$ cat src/rtl/sdram_port_arbiter.sv
// sdram_port_arbiter: shares one SDRAM controller burst port among three
// requesters. Grants are round-robin and held for a full 4-word line. Each
// burst is followed by a one-cycle release gap, and a watchdog aborts any
// burst that the controller does not finish.
module sdram_port_arbiter #(
  parameter int unsigned ADDR_W  = 24,
  parameter int unsigned TIMEOUT = 255
) (
  input  logic                clk,
  input  logic                rst,
  input  logic [2:0]          m_req,
  input  logic [2:0]          m_wren,
  input  logic [3*ADDR_W-1:0] m_address,
  input  logic [47:0]         m_to_mem,
  output logic [2:0]          m_ready,
  output logic [1:0]          m_offset,
  output logic                s_req,
  output logic                s_wren,
  output logic [ADDR_W-1:0]   s_address,
  output logic [15:0]         s_to_mem,
  input  logic                s_ready,
  input  logic [1:0]          s_offset,
  output logic [2:0]          grant,
  output logic                busy,
  output logic                err,
  input  logic                err_clr
);

  localparam int unsigned NREQ   = 3;
  localparam int unsigned DATA_W = 16;
  localparam int unsigned WD_W   = 8;
  localparam logic [WD_W-1:0] WD_LAST = WD_W'(TIMEOUT - 1);

  typedef enum logic [1:0] {
    IDLE    = 2'd0,
    BUSY    = 2'd1,
    RELEASE = 2'd2
  } state_e;

  state_e          state_q, state_d;
  logic [2:0]      grant_q, grant_d;
  logic [1:0]      last_q, last_d;
  logic [WD_W-1:0] wd_q, wd_d;
  logic            err_q, err_d;

  logic [1:0]      win_idx;
  logic [1:0]      cand;
  logic            final_word;

  assign final_word = s_ready && (s_offset == 2'd3);

  // Round-robin search starting after the last owner; nearest candidate wins.
  always_comb begin
    win_idx = last_q;
    cand    = 2'd0;
    for (int unsigned k = 3; k >= 1; k--) begin
      cand = 2'((32'(last_q) + k) % 32'd3);
      if (m_req[cand]) win_idx = cand;
    end
  end

  // State, grant, round-robin pointer, watchdog and error registers.
  always_ff @(posedge clk or posedge rst) begin
    if (rst) begin
      state_q <= IDLE;
      grant_q <= 3'b000;
      last_q  <= 2'd2;
      wd_q    <= '0;
      err_q   <= 1'b0;
    end else begin
      state_q <= state_d;
      grant_q <= grant_d;
      last_q  <= last_d;
      wd_q    <= wd_d;
      err_q   <= err_d;
    end
  end

  // Next-state logic: arbitrate in IDLE, run the burst with watchdog, then release.
  always_comb begin
    state_d = state_q;
    grant_d = grant_q;
    last_d  = last_q;
    wd_d    = wd_q;
    err_d   = err_clr ? 1'b0 : err_q;
    unique case (state_q)
      IDLE: begin
        if (|m_req) begin
          state_d = BUSY;
          grant_d = 3'b001 << win_idx;
          last_d  = win_idx;
          wd_d    = '0;
        end
      end
      BUSY: begin
        wd_d = wd_q + WD_W'(1);
        if (final_word) begin
          state_d = RELEASE;
          grant_d = 3'b000;
        end else if (wd_q == WD_LAST) begin
          // Controller stalled: abort; undelivered words are dropped.
          state_d = RELEASE;
          grant_d = 3'b000;
          err_d   = 1'b1;
        end
      end
      RELEASE: begin
        state_d = IDLE;
        grant_d = 3'b000;
      end
      default: begin
        state_d = IDLE;
        grant_d = 3'b000;
      end
    endcase
  end

  // Owner's request fields steered to the controller; zero when no burst is active.
  always_comb begin
    s_wren    = 1'b0;
    s_address = '0;
    s_to_mem  = '0;
    if (state_q == BUSY) begin
      for (int unsigned i = 0; i < NREQ; i++) begin
        if (grant_q[i]) begin
          s_wren    = m_wren[i];
          s_address = m_address[i*ADDR_W +: ADDR_W];
          s_to_mem  = m_to_mem[i*DATA_W +: DATA_W];
        end
      end
    end
  end

  assign s_req    = (state_q == BUSY);
  assign busy     = (state_q == BUSY);
  assign m_ready  = (state_q == BUSY) ? (grant_q & {3{s_ready}}) : 3'b000;
  assign m_offset = s_offset;
  assign grant    = grant_q;
  assign err      = err_q;

endmodule
$ cat config.mk
export PLATFORM = sky130hd
export DESIGN_NAME = sdram_port_arbiter
export DESIGN_NICKNAME = d
export VERILOG_FILES = /design/src/rtl/sdram_port_arbiter.sv
export SDC_FILE = /design/constraint.sdc
export NUM_CORES = 1
export LEC_CHECK = 0
export ABC_CLOCK_PERIOD_IN_PS = 3300
export BUFFER_PORTS_ARGS = -buffer_cell sky130_fd_sc_hd__buf_2
export CAP_MARGIN = 20
export CORE_AREA = 2 2 73 75
export CTS_CLUSTER_DIAMETER = 30
export DETAILED_ROUTE_END_ITERATION = 7
export DIE_AREA = 0 0 75 77
export GPL_TIMING_DRIVEN = 0
export HOLD_SLACK_MARGIN = 0.03
export PLACE_DENSITY = 0.92
export RECOVER_POWER = 50
export SLEW_MARGIN = 0
export SYNTH_ARGS = -nofsm -noshare
export SYNTH_HDL_FRONTEND = slang
export SYNTH_SLANG_ARGS = --single-unit
$ cat constraint.sdc
create_clock -name clk -period 3.3 [get_ports clk]
set_clock_uncertainty 0.2 [all_clocks]
set_input_delay 0.495 -clock clk [delete_from_list [all_inputs] [get_ports clk]]
set_output_delay 0.495 -clock clk [all_outputs]
set_load 0.05 [all_outputs]
# After elaboration in Yosys (flattened, before gate mapping)
# Cells that the tools add are included.
# Widths: inputs -> output; s select.
[word_totals] ff_bits=16 latchBits=0 ram_bits=0 rom_bits=0 input_bits=132 wordCells=65 n_memories=0
[classes] add_sub_neg=4 mul=0 n_div=3 magnitude_cmp=3 eq_ne=5 n_shift=1 n_mux=36 bitwise=1 reduce_logical=7
[ops] op="$mod 32x2->32 const B" count=3
[ops] op="$mux 24" count=4
[ops] op="$mux 16" count=4
[ops] op="$pmux 8 s2" count=1
[ops] op="$mux 2" count=6
[ops] op="$mux 3" count=4
[ops] op="$mux 1" count=11
[ops] op="$lt 2x3->1 const B" count=3
[ops] op="$add 8x1->8 const B" count=1
[ops] op="$eq 8x8->1 const B" count=1
[ops] op="$mux 8" count=1
[ops] op="$add 2x2->3 const B" count=2
[ops] op="$bmux 1 s2" count=3
[ops] op="$pmux 3 s2" count=1
[ops] op="$reduce_and 2->1" count=3
[ops] op="$pmux 2 s2" count=1
[ops] op="$add 2x1->3 const B" count=1
[ops] op="$and 3x3->3" count=1
[ops] op="$ne 3x1->1 const B" count=1
[ops] op="$reduce_or 3->1" count=1
[ops] op="$shl 1x2->3 const A" count=1
[ops] op="$eq 2x1->1 const B" count=1
[ops] op="$eq 2x2->1 const B" count=1
[ops] op="$logic_not 2->1" count=1
[ops] op="other kinds (3)" count=3

# Depth between registers and ports, before layout
[depth] ltp_word=10 mapped_depth=8 mapped_depth_nobuf=8

# Least setup slack after synthesis
# Ideal clock, no wire load.
[synth_path] path_type="register to output" start="reg grant_q[1] (netlist: grant[1])" end="out s_address[0]" t_arrival_ns=2.100 required_time_ns=2.605 slack_ns=0.505 stages_incl_launch_ff=9 n_path_buf=3 path_cell_list="dfrtp_1 > clkbuf_1 > nor2b_1 > clkbuf_1 > buf_2 > a22oi_1 > nor2_1 > a21oi_1 > nor2_1"
[synth_between] elab_chain_len=3
[synth_lines] element="start, declared" line="41" text="logic [2:0] grant_q, grant_d;"
[synth_lines] element="start signal, assigned" line="72" text="grant_q <= grant_d;"
[synth_lines] element="$mux 24 (2 in series)" line="125" text="if (grant_q[i]) begin"
[synth_lines] element="$mux 24" line="123" text="if (state_q == BUSY) begin"
[synth_lines] element="end, declared" line="19" text="output logic [ADDR_W-1:0] s_address,"
# No other way between the ends.

# Worst setup path in the final report
[layout_path] start="reg grant_q[1] (netlist: grant[1])" end="out s_address[8]"
# Same word-level chain as after synthesis.

==> flow_summary.toml <==
[run_status]
outcome = "complete, no violations"

[timing]
fmax_ghz = 0.350
rsz0062_at_grt = "false"
drv_slew = 0
setup_violations = 0
worst_pin_slew_ns = 0.617
finalCriticalPeriod_ns = 2.86
hold_violations = 0
slew_headroom = 0.591
fin_crit_sh = 0.866
setup_ws_ns = 0.441
fin_tns_setup_ns = 0

[pwr]
switchingPower_mw = 2.01
switching_share = 0.655
p_comb_frac = 0.835
seq_power_share = 0.107
peakVddDrop_mv = 0.523
fin_total_pwr_mw = 3.07
clkPwrFrac = 0.058
p_int_mw = 1.06
p_leak_nw = 1.62
p_per_area_nw_per_um2 = 1040

[clocking]
cts.reportedPaths.clkPinSlew_ns = 0.07
clkSinkCount = 16
post-cts-setup-buffers = 0
cts_buffers = 3
clk_path_buf_depth = 2
cts_resized = 0
clock_latency_ns = 0.26
cts_hold_buf = 0
ctsHtreeMaxLevel = 1
tritoncts = "yes"
cts-root-buf = "clkbuf_8"

[global_route]
grt_pass1_wl_um = 12200
grt-ovfl-total = 0
grt_max_degree = 17
grt_pass1_vias = 2785
grt.total_usage = 0.260
antenna_found_initial = 0

[synth]
synth-seq-area-share = 0.210
synth_area_leaders = "dfrtp_1 (20%), nor2_1 (18%), a22oi_1 (16%)"
yosysMostFrequentCell = "nor2_1"
yosysWarnings = 0
netlist_area_um2 = 1920
syn_nets = 437
ys_top_cells_by_count = "nor2_1 (91), a21oi_1 (44), a22oi_1 (41)"
async_reset_ff_frac = 1.00
yosysTopAreaCellShare = 0.196
synth_ff_type = "dfrtp_1"
synth_cells = 299
yosys.area_share.simple = 0.272
synthAdderAreaFrac = 0.0392
synth_xor_area_frac = 0.0274
ys_types = 36
muxShareOfSynthArea = 0.0131
synth_seq_cells = 16
synth_area_leader_cell = "dfrtp_1"
synth-compound-area-share = 0.355
syn_avg_cell_area_um2 = 6.41
synth_edf_count = 0
synth_top_family_by_area = "compound AO/OA/AOI/OAI gates"

[worst_setup_path]
regToRegStartpoint = "last_q[0]$_DFFE_PP0P_"
path_max_fanout = 10
endpoint_kind = "output port"
r2r_end = "last_q[0]$_DFFE_PP0P_"
r2r.worst_path.cells = 8
cp-start-kind = "flip-flop"
rrSetupSlack_ns = 0.84
crit_type = "reg -> out"
worstPathRequired_ns = 2.60
critPathArrivalTime_ns = 2.16

[route]
drc = 0
routed_wl_um = 8150
drt-pass1-iter-count = 5
antenna_left = 0
drt-initial-drc-count = 158
wire_per_inst_um = 14.7
viasPerCell = 5.34
vias = 2969

[final_layout]
finalNonFillerCells = 556
antenna_cells = 0
stdcell_area_um2 = 2950
nets = 625
layout-drive-gt1-share = 0.389
areaGrowthSynthToFinish_pct = 54.0

[floorplan]
die-area_um2 = 5780
dieHeight_um = 77
fp.dieW_um = 75
core-area_um2 = 4980
start_util = 0.385
rows = 26
ioPinCount = 184

[placed_design]
dp_cells = 552
pre_cts_ws_ns = 0.718
gp_congestion = 0.919
post_dp_cell_area_um2 = 2920
io_buffer_count = 183
place_hpwl_um = 6410

[min_path]
hold_path.class = "in -> async"

[flow_run]
drv_cap = 0
-- layout by cell type (no fill, tap or decap), types with 3 or more instances in the layout --
cell      count
buf_2       179
nand3_1       5
nand2_1      12
inv_1         9
clkbuf_1     29
and3_1        4
o21ai_1       3
nor2_1       91
clkbuf_8      4
nand4_1       3
dfrtp_1      15
o21ai_0       6
ha_1          6
a21oi_1      44
a22oi_1      41
xor2_1        6
-- final cells by class --
class	count	area [um^2]
plain buffers	28	123
repair buffers	183	905
inverters	10	37.5
flip-flops and latches	16	402
fillers	503	2030
well taps	70	87.6
clock buffers	4	55.1
multi-input cells	245	1340
-- flip-flops by register name, indices dropped and copies added (netlist names) --
name / flops
state_q: 2
wd_q: 8
grant: 3
err: 1
last_q: 2
-- worst max path at each step --
stage | from | cells past startpoint | endpoint
final | grant[1]$_DFFE_PP0P_ | 9 | s_address[8]
after global placement | grant[1]$_DFFE_PP0P_ | 9 | s_address[4]
after global routing | grant[1]$_DFFE_PP0P_ | 9 | s_to_mem[13]
after floorplan | grant[1]$_DFFE_PP0P_ | 8 | s_address[0]
after CTS | grant[1]$_DFFE_PP0P_ | 9 | s_address[8]
after detailed placement | grant[1]$_DFFE_PP0P_ | 9 | s_address[8]
-- metrics by stage --
stage	hold WS [ns]	util
after detailed placement	0.335	0.586
after CTS	0.117	0.598
after global placement	0.317	0.586
final	0.0939	0.593
after floorplan	0.208	-
after global routing	0.149	0.593
-- routing by layer --
layer  up-vias  part of all wire  global-route usage
met5         -                 0                   0
met4         0             0.026              0.0839
met3        33             0.073              0.0447
met2       140              0.52               0.496
met1      1376              0.38               0.275
li1       1420                 -                   -
-- worst max-delay path, stage by stage, from the launching register on --
cell,delay (ns)
dfrtp_1,0.41
clkbuf_1,0.22
nor2b_1,0.14
clkbuf_1,0.19
buf_2,0.26
a22oi_1,0.11
nor2_1,0.15
a21oi_1,0.06
nor2_1,0.10
buf_2,0.27
-- power groups by stage --
| stage | Combinational, mW | Clock [mW] | Sequential [mW] |
|---|---|---|---|
| 4_1_cts | 2.57 | 0.180 | 0.328 |
| 2_1_floorplan | 1.91 | 0 | 0.364 |
| 3_3_place_gp | 2.49 | 0 | 0.324 |
| 3_5_place_dp | 2.55 | 0 | 0.330 |
| 5_1_grt | 2.76 | 0.187 | 0.336 |
| 6_report | 2.56 | 0.178 | 0.328 |
-- kinds of logic (layout without fill, tap and decap cells) --
logic type / after synthesis / after routing
multiplexers: 2 / 2
AO/OA/AOI/OAI: 106 / 106
adder cells (fa/ha/maj): 6 / 6
buffers and inverters: 38 / 225
AND/OR/NAND/NOR: 125 / 125
flip-flops: 16 / 16
XOR/XNOR: 6 / 6
No activity file was read; power rests on OpenSTA's default activity.
